==> src/rtl/cpu_pkg.sv <==
// Shared definitions for the CPU control unit: opcode map, sequencer state
// encoding, instruction-class decode and per-class final execute state.
package cpu_pkg;

  localparam int OPW = 5;                       // opcode width, opcode = ir[31:27]
  localparam logic [4:0] ADD_OP = 5'b00011;     // ALU code for address/branch sums

  // Opcode map
  localparam logic [OPW-1:0] OP_LD      = 5'b00000;
  localparam logic [OPW-1:0] OP_LDI     = 5'b00001;
  localparam logic [OPW-1:0] OP_ST      = 5'b00010;
  localparam logic [OPW-1:0] OP_ALU_R_LO = 5'b00011;  // add .. first R-type
  localparam logic [OPW-1:0] OP_ALU_R_HI = 5'b01011;  // last R-type
  localparam logic [OPW-1:0] OP_ADDI    = 5'b01100;
  localparam logic [OPW-1:0] OP_ORI     = 5'b01110;
  localparam logic [OPW-1:0] OP_MUL     = 5'b01111;
  localparam logic [OPW-1:0] OP_DIV     = 5'b10000;
  localparam logic [OPW-1:0] OP_NEG     = 5'b10001;
  localparam logic [OPW-1:0] OP_NOT     = 5'b10010;
  localparam logic [OPW-1:0] OP_BRX     = 5'b10011;
  localparam logic [OPW-1:0] OP_JR      = 5'b10100;
  localparam logic [OPW-1:0] OP_JAL     = 5'b10101;
  localparam logic [OPW-1:0] OP_IN      = 5'b10110;
  localparam logic [OPW-1:0] OP_OUT     = 5'b10111;
  localparam logic [OPW-1:0] OP_MFHI    = 5'b11000;
  localparam logic [OPW-1:0] OP_MFLO    = 5'b11001;
  localparam logic [OPW-1:0] OP_NOP     = 5'b11010;
  localparam logic [OPW-1:0] OP_HALT    = 5'b11011;

  // Sequencer state encoding (T0..T7 are consecutive so execute can step by +1)
  localparam logic [3:0] S_RST  = 4'd0;
  localparam logic [3:0] S_T0   = 4'd1;
  localparam logic [3:0] S_T1   = 4'd2;
  localparam logic [3:0] S_T2   = 4'd3;
  localparam logic [3:0] S_T3   = 4'd4;
  localparam logic [3:0] S_T4   = 4'd5;
  localparam logic [3:0] S_T5   = 4'd6;
  localparam logic [3:0] S_T6   = 4'd7;
  localparam logic [3:0] S_T7   = 4'd8;
  localparam logic [3:0] S_HALT = 4'd9;

  typedef enum logic [3:0] {
    CLS_ALU_R, CLS_ALU_I, CLS_UNARY, CLS_MULDIV, CLS_LD, CLS_LDI, CLS_ST,
    CLS_BR, CLS_JR, CLS_JAL, CLS_IN, CLS_OUT, CLS_MFHI, CLS_MFLO, CLS_NOP,
    CLS_HALT
  } cls_t;

  // Undefined opcodes fall into CLS_NOP.
  function automatic cls_t decode_class(input logic [OPW-1:0] op);
    cls_t c;
    if (op == OP_LD)                                c = CLS_LD;
    else if (op == OP_LDI)                          c = CLS_LDI;
    else if (op == OP_ST)                           c = CLS_ST;
    else if (op >= OP_ALU_R_LO && op <= OP_ALU_R_HI) c = CLS_ALU_R;
    else if (op >= OP_ADDI && op <= OP_ORI)         c = CLS_ALU_I;
    else if (op == OP_MUL || op == OP_DIV)          c = CLS_MULDIV;
    else if (op == OP_NEG || op == OP_NOT)          c = CLS_UNARY;
    else if (op == OP_BRX)                          c = CLS_BR;
    else if (op == OP_JR)                           c = CLS_JR;
    else if (op == OP_JAL)                          c = CLS_JAL;
    else if (op == OP_IN)                           c = CLS_IN;
    else if (op == OP_OUT)                          c = CLS_OUT;
    else if (op == OP_MFHI)                         c = CLS_MFHI;
    else if (op == OP_MFLO)                         c = CLS_MFLO;
    else if (op == OP_HALT)                         c = CLS_HALT;
    else                                            c = CLS_NOP;
    return c;
  endfunction

  // Final execute state of each class: the instruction boundary.
  function automatic logic [3:0] last_state(input cls_t c);
    logic [3:0] s;
    case (c)
      CLS_ALU_R, CLS_ALU_I, CLS_LDI: s = S_T5;
      CLS_UNARY, CLS_JAL:            s = S_T4;
      CLS_MULDIV, CLS_BR:            s = S_T6;
      CLS_LD, CLS_ST:                s = S_T7;
      default:                       s = S_T3;
    endcase
    return s;
  endfunction

endpackage

==> src/rtl/control_unit.sv <==
// Hardwired Moore sequencer for the CPU datapath.
// Fetch runs T0..T2, then a class-specific execute sequence in T3..T7.
// Ports:
//   clock, clear         : rising-edge clock, async active-high reset
//   ir, con_ff           : instruction register, branch condition flag
//   mem_ready            : memory has completed the current Read/Write
//   stop                 : halt request, sampled only at instruction boundary
//   *out / *in / gr*     : bus drive enables, register loads, field selects
//   Read, Write, alu_op  : memory strobes and ALU operation
//   run                  : high in T0..T7
//   dbg_state            : current sequencer state
module control_unit
  import cpu_pkg::*;
(
  input  logic        clock,
  input  logic        clear,
  input  logic [31:0] ir,
  input  logic        con_ff,
  input  logic        mem_ready,
  input  logic        stop,
  output logic        PCout, MDRout, RZLOout, RZHIout, HIout, LOout,
  output logic        PORTout, Cout, BAout, rout,
  output logic        PCin, IncPC, MARin, MDRin, IRin, RYin, RZin,
  output logic        HIin, LOin, PORTin, CONin, rin,
  output logic        gra, grb, grc,
  output logic        Read, Write,
  output logic [4:0]  alu_op,
  output logic        run,
  output logic [3:0]  dbg_state
);

  logic [3:0]     state, nxt;
  logic [OPW-1:0] opcode;
  cls_t           cls;
  logic           mem_wait;
  logic           unused_ir;

  assign opcode    = ir[31:32-OPW];
  assign unused_ir = ^ir[31-OPW:0];
  assign cls       = decode_class(opcode);
  assign dbg_state = state;

  // States whose memory access must complete before moving on.
  assign mem_wait = !mem_ready &&
                    ((state == S_T1) ||
                     (state == S_T6 && cls == CLS_LD) ||
                     (state == S_T7 && cls == CLS_ST));

  always_ff @(posedge clock or posedge clear) begin
    if (clear) state <= S_RST;
    else       state <= nxt;
  end

  always_comb begin
    nxt = state;
    if (state == S_RST) begin
      nxt = S_T0;
    end else if (state == S_HALT) begin
      nxt = S_HALT;
    end else if (mem_wait) begin
      nxt = state;
    end else if (state == S_T3 && cls == CLS_HALT) begin
      nxt = S_HALT;
    end else if (state >= S_T3 && state == last_state(cls)) begin
      nxt = stop ? S_HALT : S_T0;
    end else if (state >= S_T0 && state < S_T7) begin
      nxt = state + 4'd1;
    end else begin
      nxt = S_RST;
    end
  end

  assign run = (state >= S_T0) && (state <= S_T7);

  // Output decode; every signal defaults low so RST and HALT drive nothing.
  always_comb begin
    PCout = 1'b0; MDRout = 1'b0; RZLOout = 1'b0; RZHIout = 1'b0;
    HIout = 1'b0; LOout = 1'b0; PORTout = 1'b0; Cout = 1'b0;
    BAout = 1'b0; rout = 1'b0;
    PCin = 1'b0; IncPC = 1'b0; MARin = 1'b0; MDRin = 1'b0; IRin = 1'b0;
    RYin = 1'b0; RZin = 1'b0; HIin = 1'b0; LOin = 1'b0; PORTin = 1'b0;
    CONin = 1'b0; rin = 1'b0;
    gra = 1'b0; grb = 1'b0; grc = 1'b0;
    Read = 1'b0; Write = 1'b0;
    alu_op = 5'd0;
    case (state)
      S_T0: begin PCout = 1'b1; MARin = 1'b1; IncPC = 1'b1; RZin = 1'b1; end
      S_T1: begin RZLOout = 1'b1; PCin = 1'b1; Read = 1'b1; MDRin = 1'b1; end
      S_T2: begin MDRout = 1'b1; IRin = 1'b1; end
      S_T3: begin
        case (cls)
          CLS_ALU_R, CLS_ALU_I: begin grb = 1'b1; rout = 1'b1; RYin = 1'b1; end
          CLS_UNARY:  begin grb = 1'b1; rout = 1'b1; RZin = 1'b1; alu_op = opcode; end
          CLS_MULDIV: begin gra = 1'b1; rout = 1'b1; RYin = 1'b1; end
          CLS_LD, CLS_LDI, CLS_ST: begin grb = 1'b1; BAout = 1'b1; RYin = 1'b1; end
          CLS_BR:     begin gra = 1'b1; rout = 1'b1; CONin = 1'b1; end
          CLS_JR:     begin gra = 1'b1; rout = 1'b1; PCin = 1'b1; end
          CLS_JAL:    begin PCout = 1'b1; grb = 1'b1; rin = 1'b1; end
          CLS_IN:     begin PORTout = 1'b1; gra = 1'b1; rin = 1'b1; end
          CLS_OUT:    begin gra = 1'b1; rout = 1'b1; PORTin = 1'b1; end
          CLS_MFHI:   begin HIout = 1'b1; gra = 1'b1; rin = 1'b1; end
          CLS_MFLO:   begin LOout = 1'b1; gra = 1'b1; rin = 1'b1; end
          default: ;
        endcase
      end
      S_T4: begin
        case (cls)
          CLS_ALU_R:  begin grc = 1'b1; rout = 1'b1; RZin = 1'b1; alu_op = opcode; end
          CLS_ALU_I:  begin Cout = 1'b1; RZin = 1'b1; alu_op = opcode; end
          CLS_UNARY:  begin RZLOout = 1'b1; gra = 1'b1; rin = 1'b1; end
          CLS_MULDIV: begin grb = 1'b1; rout = 1'b1; RZin = 1'b1; alu_op = opcode; end
          CLS_LD, CLS_LDI, CLS_ST: begin Cout = 1'b1; RZin = 1'b1; alu_op = ADD_OP; end
          CLS_BR:     begin PCout = 1'b1; RYin = 1'b1; end
          CLS_JAL:    begin gra = 1'b1; rout = 1'b1; PCin = 1'b1; end
          default: ;
        endcase
      end
      S_T5: begin
        case (cls)
          CLS_ALU_R, CLS_ALU_I, CLS_LDI: begin RZLOout = 1'b1; gra = 1'b1; rin = 1'b1; end
          CLS_MULDIV: begin RZLOout = 1'b1; LOin = 1'b1; end
          CLS_LD, CLS_ST: begin RZLOout = 1'b1; MARin = 1'b1; end
          CLS_BR:     begin Cout = 1'b1; RZin = 1'b1; alu_op = ADD_OP; end
          default: ;
        endcase
      end
      S_T6: begin
        case (cls)
          CLS_MULDIV: begin RZHIout = 1'b1; HIin = 1'b1; end
          CLS_LD:     begin Read = 1'b1; MDRin = 1'b1; end
          CLS_ST:     begin gra = 1'b1; rout = 1'b1; MDRin = 1'b1; end
          CLS_BR:     begin RZLOout = 1'b1; PCin = con_ff; end
          default: ;
        endcase
      end
      S_T7: begin
        case (cls)
          CLS_LD: begin MDRout = 1'b1; gra = 1'b1; rin = 1'b1; end
          CLS_ST: Write = 1'b1;
          default: ;
        endcase
      end
      default: ;
    endcase
  end

endmodule

==> config.mk <==
export PLATFORM = sky130hd
export DESIGN_NAME = control_unit
export DESIGN_NICKNAME = d
export VERILOG_FILES = /design/src/rtl/cpu_pkg.sv /design/src/rtl/control_unit.sv
export SDC_FILE = /design/constraint.sdc
export NUM_CORES = 1
export LEC_CHECK = 0
export ABC_AREA = 1
export BUFFER_PORTS_ARGS = -buffer_cell sky130_fd_sc_hd__buf_2
export CAP_MARGIN = 20
export CORE_ASPECT_RATIO = 1.5
export CORE_MARGIN = 4
export CORE_UTILIZATION = 43
export DETAILED_ROUTE_END_ITERATION = 12
export PLACE_DENSITY_LB_ADDON = 0.2
export SLEW_MARGIN = 25
export SYNTH_ARGS = -nofsm -noshare
export SYNTH_HDL_FRONTEND = slang
export SYNTH_SLANG_ARGS = --single-unit
==> constraint.sdc <==
create_clock -name clock -period 5 [get_ports clock]
set_input_delay 0.25 -clock clock [delete_from_list [all_inputs] [get_ports clock]]
set_output_delay 0.25 -clock clock [all_outputs]
set_load 0.05 [all_outputs]
[Word-level counts from Yosys, hierarchy flattened]
Memory sizes are Yosys's and may differ from the RTL's.
Cells that the tools add are included.
Widths: inputs -> output; s select.
Cells by class
  multiplexer cells: 80
  $add $sub $neg: 1
  $lt $le $gt $ge: 8
  reduce and logical (&&, ||, !) cells: 29
  equality and inequality tests: 39
Operators by type and width (count)
  $mux 4: 19
  $eq 5x5->1 const B: 11
  $mux 1: 37
  $eq 4x4->1 const B: 9
  $eq 4x3->1 const B: 8
  $reduce_or 7->1: 3
  $eq 4x2->1 const B: 4
  $pmux 1 s4: 4
  $pmux 5 s3: 1
  $pmux 1 s2: 7
  $mux 3: 4
  $reduce_or 3->1: 4
  $le 5x4->1 const B: 2
  $pmux 5 s2: 1
  $logic_and 1x1->1: 9
  $eq 4x1->1 const B: 2
  $logic_not 4->1: 2
  $reduce_or 4->1: 2
  $mux 2: 3
  $pmux 1 s3: 2
  $reduce_or 6->1: 1
  $eq 5x1->1 const B: 1
  $eq 5x2->1 const B: 1
  $eq 5x4->1 const B: 1
  15 further kinds: 19
Word-level totals
  memories kept: 1
  ROM bits: 64
  bits in registers: 4
  bits of input ports: 37
Memories
  (no name shown): words 16, bits a word 4, read ports 1, clocked after memory_dff 0, write ports 0, line cpu_pkg.sv:73  | case (c)

[Depth between registers and ports, before layout]
Gate-level depths: netlist of the first run.
  depth in word-level cells: 31
  gate-level depth with buffers: 18

[Worst setup path after synthesis of the first run]
No wires, ideal clock.
  path kind: reg-to-output
  from: reg state[0] (netlist: dbg_state[0])
  to: out rin
  buffers on the path: 1
  setup slack: 1635 ps
  cell stages (with the launch flop): 10
  arrival time: 3115 ps
  path through: dfrtp_1 > inv_1 > ha_1 > inv_1 > nor2_1 > inv_1 > clkbuf_1 > nor3_1 > a21oi_1 > nand3_1
On the way
  word-level cells in the longest chain between the ends: 2
  elaborated cells between the ends (all ways): 5
  classes of those cells: 4 x eq/ne; 1 x mux
RTL lines
  start, declared: line control_unit.sv:32  | logic [3:0] state, nxt;
  start signal, assigned: line control_unit.sv:51  | else state <= nxt;
  $eq 4x4->1 or $eq 4x3->1 (tied branches): line control_unit.sv:86  | case (state)
  $pmux 1 s4 (*): line control_unit.sv:86
  end, declared: line control_unit.sv:24  | output logic HIin, LOin, PORTin, CONin, rin,
Mark *: on every way between the ends. The rest lies on a longest branch, timed or not.

[Worst setup path after layout of the first run]
  from: reg state[0] (netlist: dbg_state[0])
  to: out alu_op[0]
On the way
  word-level cells in the longest chain between the ends: 2
  elaborated cells between the ends (all ways): 4
  classes of those cells: 3 x eq/ne; 1 x mux
RTL lines
  $eq 4x3->1: line control_unit.sv:86
  $pmux 5 s3 (*): line control_unit.sv:86
  end, declared: line control_unit.sv:27  | output logic [4:0] alu_op,
Marks and branches as above.

==> results of run 1 <==
synthesized netlist by cell type, drive strengths merged:
cell | count | share of area
inv | 51 | 0.17
nor4 | 3 | 0.017
clkbuf | 1 | 0.0034
nand4 | 5 | 0.028
nand3 | 13 | 0.063
o31ai | 2 | 0.013
a211oi | 1 | 0.0067
buf | 3 | 0.020
a21oi | 5 | 0.026
a22oi | 2 | 0.013
ha | 4 | 0.045
o22ai | 4 | 0.022
o21ai | 14 | 0.063
xor2 | 1 | 0.0078
dfrtp | 4 | 0.090
nor2 | 47 | 0.17
nor3 | 9 | 0.040
nand2 | 50 | 0.17
a31oi | 1 | 0.0056
o211ai | 3 | 0.020
layout by cell type, fill, tap and decap left out, types with 3 or more instances in the layout:
cell | synthesis | layout
o211ai_1 | 3 | 3
nand3_1 | 12 | 12
clkbuf_4 | 0 | 3
dfrtp_1 | 4 | 4
inv_2 | 5 | 5
inv_1 | 46 | 46
nand4_1 | 5 | 5
nor2_1 | 44 | 44
o21ai_0 | 14 | 14
ha_1 | 4 | 4
o22ai_1 | 4 | 4
nand2_1 | 47 | 47
a21oi_1 | 4 | 4
buf_2 | 0 | 46
nor3_1 | 9 | 9
nor4_1 | 3 | 3
nand2_2 | 3 | 3
worst min-delay path, stage by stage:
cell and delay [ps]:
buf_2 70, nand3_1 70, nand3_1 80, nand2_1 50, nand2_1 50
per-layer routing:
layer  global-route usage  vias up  part of all wire
li1                     -      800                 -
met1                0.220      691              0.37
met2                0.393       63              0.52
met3               0.0235       16             0.055
met4                0.151        0             0.055
met5                    0        -                 0
report_power, final:
group	switching [mW]	total (mW)	internal, mW
Sequential	0.0210	0.0674	0.0465
Combinational	0.445	0.578	0.133
Clock	0.0136	0.0405	0.0269
Total	0.479	0.686	0.207
through the flow:
stage                     cell area, um2  instances  utilization  total power [mW]
after floorplan                     1120        223            -             0.520
final                               1380        293        0.558             0.686
after global routing                1380        293        0.558             0.739
after detailed placement            1350        289        0.545             0.646
after CTS                           1380        293        0.558             0.690
after global placement              1350        289        0.545             0.644
cells by family (layout without fill, tap and decap cells):
kind of cell / Yosys count / in the layout
XOR/XNOR: 1 / 1
adder cells (fa/ha/maj): 4 / 4
flip-flops: 4 / 4
AO/OA/AOI/OAI: 32 / 32
AND/OR/NAND/NOR: 127 / 127
buffers and inverters: 55 / 101
cell type report:
type                            instances  area [um2]  share of cell area
Timing Repair Buffer                   47         240               0.174
Tap cell                               24        30.0              0.0217
Inverter                               51         191               0.138
Sequential cell                         4         100              0.0724
Multi-Input combinational cell        164         798               0.577
Clock buffer                            3        22.5              0.0163
path summary, 6_finish.rpt:
| path | end | slack, ps |
|---|---|---|
| setup / recovery | alu_op[0] | 2430 |
| hold / removal | dbg_state[3] | 370 |
| setup reg to reg | dbg_state[1] | 2730 |
| hold reg to reg | dbg_state[3] | 610 |
| max in group asynchronous | dbg_state[1] | 4430 |
| min in group asynchronous | dbg_state[3] | 430 |
==> run summary, run 1 <==
The total number of vias is 1570. Global routing finished with a remaining overflow of 0. The max capacitance violation total came out at 0. The number of core rows came out at 22. CTS placed an instance of clkbuf_4 at the clock tree root. Of the total synthesized cell area, the portion taken by AND, OR, NAND and NOR gates is 0.492. The number of I/O port buffers is 46. The starting utilization of the core area is 0.451.

Dividing the detail-routed via count by the number of cells gives 5.36. The largest individual stage delay along the critical path comes from the cell dfrtp_1. The worst setup path is of the register to output port kind. The maximum fanout count along the critical path is 11. The number of setup buffers added after CTS is 0. The minimum clock period after layout is 2570 ps. From synthesis to final layout, the design area changed by 23.9%. The worst setup path is launched from a register. Counting cells, the worst reg-to-reg path comes to 9. The run finished with clean final reports. The total count of hold-check failures in the final report was 0. The worst setup path is captured at an output port. The final setup skew is 2.77 ps. The final max-slew violation count came out at 0. The highest clock frequency the design can meet is 0.390 GHz.

In this run the standard cell core region covers 0.00248 mm2. In this design, the critical path's most frequently occurring cell is inv_1. After synthesis, the largest family of logic cells by area is simple AND/OR/NAND/NOR gates. The signal on the critical path passes through inv_1, ha_1, inv_1, nor2_1, inv_1, o21ai_0, inv_1, o21ai_0, buf_2. The count of yosys warnings during synthesis is 0. The clock latency reported for the late side of the worst-skew pair is 240 ps. CTS built an H-tree with a depth of 1. The summed instance area of the synthesized netlist came out at 0.00112 mm2. Of the synthesized area, sequential elements account for 0.0897.

The count of cells along the worst hold path came out at 5. Counting the buffers created by CTS gives 3. The relative slew slack is 0.629. The transition at the pin with the smallest max-transition slack is 551 ps. The placer congestion estimate is 0.907. The start of the worst register-to-register path is dbg_state[0]. The number of instances in the synthesized netlist came out at 223. The proportion of layout cells with a drive suffix above 1 is 0.230. The worst slack at placement is 2660 ps. The initial antenna violation count came out at 0. The number of remaining DRC errors came out at 0.

The first global-routing pass estimated 6100 um of wire. The delay contributed by the slowest stage of the critical path came out at 440 ps. The flip-flop count of the largest register after layout is 4. The total of cells resized after clock tree synthesis is 0. The compound-cell area share of the yosys netlist is 0.170. The adder-cell area share of the yosys netlist came out at 0.0448. After clock tree synthesis, the clock-pin slew on the worst setup and hold paths is 40 ps. The minimum setup slack in the final design came out at 2430 ps. The CTS sink count came out at 4. The chip height is 70.4 um.

The synthesized net count is 264. The maximum VDD drop is 539 uV. At the end of the flow, the number of nets in the layout was 312. The final cycle utilization of the critical path came out at 0.513. The post-synthesis cell type count is 26.

The die outline area came out at 0.00349 mm2. The worst hold path begins at stop. The cell class contributing the biggest share of worst-path delay is buffers and inverters. The cell area power density came out at 496 mW/mm2. The final-report setup violation count is 0. For this run, the total global-route usage over all layers was measured as 0.215. The xor/xnor cell area share of the yosys netlist came out at 0.00785. Together, buffers and inverters on the worst path number 5.

The via count of the first global-routing pass came to 1505. The number of antenna diodes in the final layout is 0. The horizontal die dimension came out at 49.6 um.

The worst hold-check slack came out at 367 ps. In the final timing run, aggregate negative setup slack is 0 ps. The filler cells instantiated in the layout total 283. The estimated wirelength of the detail-placed design is 3140 um.

The largest net degree at the start of global routing is 12. The number of buffers inserted for hold repair after clock tree synthesis came out at 1. The routed wire length per instance came out at 12.4 um.

For this block, the initial DRC count from the detailed router was 55. The total routed wirelength came out at 3640 um. The maximum clock path buffer count came out at 2.

TritonCTS built the clock tree. At the worst endpoint, the arrival time is 2320 ps. Measured against the total synthesized area, the mux share comes to 0.

The synthesized area per cell came out at 5.00 um2. The tightest min-delay check is of the primary input to register type. Setup repair after global routing left no endpoint under its margin.

The most critical setup path has its startpoint at dbg_state[0]. The remaining antenna violation count came out at 0. The required arrival time at the worst endpoint came out at 4750 ps. In this run the number of cells on the critical path is 9. The standby leakage power came out at 0.809 nW. The I/O pin count came out at 74. The number of iterations in the first detailed-routing pass came out at 4.

In this run, synthesis produced a sequential element count of 4.
Note: power is estimated with default switching activity, not from simulation.
==> run 2: changes to the inputs <==
- CORE_UTILIZATION: 43 -> 42
- clock period: 5 -> 2.69 ns (I/O delays scaled with it)
==> run 2 against run 1 <==
Against the previous run: global-route usage is 1.5 points lower; non-clock buffer count stayed put; worst setup slack worse by 2200 ps; critical path depth stayed put; clock skew is 1.9 ps lower; routed wire length is 1.2% higher; register-to-register slack worse by 2300 ps; count of clock-buffer cells in the layout stayed put; first-iteration DRC count is 24% lower; via count is 1.7% lower; flip-flop and latch count stayed put; die area is 2.1% higher; critical endpoint unchanged.
==> run summary, run 2 (same netlist as run 1, synthesis figures left out) <==
The instance area at placement is 0.00138 mm2 (+1.9%). Compared with the post-synthesis result, the final layout area differs by 26.2%. The maximum fanout count along the critical path came out at 11 (unchanged).

The transition at the pin with the smallest max-transition slack came out at 620 ps (+68.7 ps). The mean number of vias per cell came out at 5.06 (-5.5%). The placer congestion estimate is 0.871 (-3.9%). The cell area power density was 908 mW/mm2 (+83%). The final setup skew is 0.861 ps (-1.91 ps). The total number of vias is 1544 (-1.7%). The global-route wire length before repair was 5750 um (-5.7%). In this design, the largest share of critical-path delay is due to buffers and inverters. The routed wire length per instance is 12.1 um (-2.8%). The number of remaining DRC errors is 0 (unchanged). The final max-slew violation count came to 0 (unchanged). The delay contributed by the slowest stage of the critical path is 450 ps (about the same). The number of buffers created by CTS is 3 (unchanged). The library cells used most frequently in the layout, excluding fill and tap cells, are 47 x nand2_1, 46 x buf_2, 45 x inv_1, 44 x nor2_1, 13 x o21ai_0. The total core area is 0.00250 mm2 (+1.1%). The initial antenna violation count is 0 (unchanged). The library cell used most frequently in the layout, excluding fill and tap cells, is nand2_1. The max capacitance violation total came out at 0 (unchanged). The total count of hold-check failures in the final report is 0 (unchanged). The clock latency reported for the late side of the worst-skew pair came out at 230 ps (about the same). The depth of the CTS H-tree came out at 1 (unchanged). The I/O pin count came out at 74 (unchanged). The total routed wirelength is 3680 um (+1.2%). The maximum clock path buffer count came to 2 (unchanged).

The relative slew slack came to 0.583 (-0.0462). The area of all sequential standard cells is 100 um2 (unchanged). The via count of the first global-routing pass is 1380 (-8.3%). The largest net degree at the start of global routing came to 12 (unchanged). The final-report setup violation count came out at 0 (unchanged). In this run the clock root is driven by a clkbuf_4. The CTS sink count is 4 (unchanged). The worst register-to-register path begins at dbg_state[0]. STA classifies the critical path startpoint as a register.

The startpoint identified for the worst hold timing path is stop. The number of iterations in the first detailed-routing pass came out at 4 (unchanged). The data arrival time of the critical path is 2270 ps (-50 ps). Walking the worst path, the cells encountered are inv_1, ha_1, inv_1, nor2_1, inv_2, o21ai_0, inv_1, o21ai_0, buf_2.

The horizontal die dimension came out at 50.1 um (+1.0%). The estimated wirelength of the detail-placed design came out at 3110 um (-0.96%). The tightest min-delay check is of the primary input to register type. The number of buffers and inverters on the critical path is 5 (unchanged). The standby leakage power was 0.810 nW (about the same). The chip height came out at 71.1 um (+1.1%). The multi-input logic area came out at 810 um2 (+1.4%). The flow ran to the end, and the final reports show no timing, DRC or antenna violations. TritonCTS built the clock tree.

The total power of the final layout is 1.28 mW (+87%). The number of core rows came out at 22 (unchanged). The final setup TNS is 0 ps (unchanged). The utilization after layout is 0.562 (+0.00436). The proportion of layout cells with a drive suffix above 1 came out at 0.242 (+0.0112). Setup repair after global routing left no endpoint under its margin. The remaining antenna violation count is 0 (unchanged). The starting utilization of the core area came out at 0.446 (-0.00495). The element type at the critical path end is an output port.

The number of antenna repair diodes is 0 (unchanged). The number of nets at the end of the flow is 312 (unchanged). The all-layer global routing usage is 0.201 (-0.0147).

The worst path in the final design needs a cycle of 2410 ps, including I/O delays and setup. The DRC marker count from the first detailed-route iteration came out at 42 (-24%). The register clock-pin slew on the reported worst setup and hold paths was 40 ps (about the same). The critical path starts at dbg_state[0]. The setup slack of the most critical reg-to-reg path came to 420 ps (-2310 ps). In this design, the critical path's most frequently occurring cell is inv_1. The global route total overflow came out at 0 (unchanged). The post-route cell area came out at 0.00141 mm2 (+1.9%). The number of buffers inserted by post-CTS setup repair was 0 (unchanged). The required arrival time at the worst endpoint was 2560 ps (-2190 ps).

The die outline area is 0.00356 mm2 (+2.1%). The critical path in this run is classified as register to output port. The flip-flop count of the largest register after layout was 4 (unchanged). The maximum VDD drop came out at 976 uV (+81%). The highest clock frequency the design can meet came out at 0.415 GHz.

In the finished design, the share of the clock period the worst path needs comes to 0.895. The critical-path cell with the highest stage delay is dfrtp_1. The number of I/O port buffers came to 46 (unchanged).

The number of filler cells placed in the layout is 280 (-1.1%).
-- run 2: changes by cell type in the layout (fill, tap and decap cells not counted) --
cell,delta
nor4_2,+1
nor3_1,-1
o21ai_1,+1
inv_2,+1
o21ai_0,-1
inv_1,-1
nor3_2,+1
nor4_1,-1
-- run 2: layout make-up --
cell class / instances / share of cell area
Tap cell: 36 / 0.0320
Multi-Input combinational cell: 164 / 0.575
Clock buffer: 3 / 0.0160
Inverter: 51 / 0.136
Sequential cell: 4 / 0.0710
Timing Repair Buffer: 47 / 0.171
-- run 2: repair_timing --
action / CTS / global route
endpoints found under the setup margin: 0 / 2
hold buffers: 1 / 0
resized for setup: 0 / 1
endpoints found under the hold margin: 4 / 0
-- run 2: worst paths after layout --
| kind | to | depth (start not counted) |
|---|---|---|
| worst min register to register | dbg_state[3] | 2 |
| min in group asynchronous | dbg_state[0] | 3 |
| worst max register to register | dbg_state[2] | 9 |
| worst min-delay path | dbg_state[3] | 5 |
| max in group asynchronous | dbg_state[3] | 3 |
| worst max-delay path | alu_op[0] | 9 |
-- run 2: worst reg2reg max path, stage by stage, from the launching register on --
cell and delay, ps:
dfrtp_1 450, inv_1 180, ha_1 160, inv_1 60, nor2_1 280, inv_2 170
nor4_1 500, inv_1 140, nand3_1 110, o22ai_1 80
-- run 2: power by group --
part	total, mW	switching [mW]	internal, mW
registers	0.126	0.0401	0.0864
logic	1.08	0.832	0.249
clock network	0.0715	0.0218	0.0497
-- run 2: metal layers --
layer | track usage | up-vias | share of wire
li1 | - | 806 | -
met1 | 0.203 | 670 | 0.38
met2 | 0.400 | 59 | 0.53
met3 | 0.0211 | 9 | 0.062
met4 | 0.0769 | 0 | 0.025
met5 | 0 | - | 0
-- run 2: through the flow --
step,hold WS (ps),setup WS [ps],instances
2_1_floorplan,-99.4,-260,223
3_3_place_gp,15.0,439,301
3_5_place_dp,15.8,443,301
4_1_cts,262,211,305
5_1_grt,296,19.6,305
6_report,269,282,305
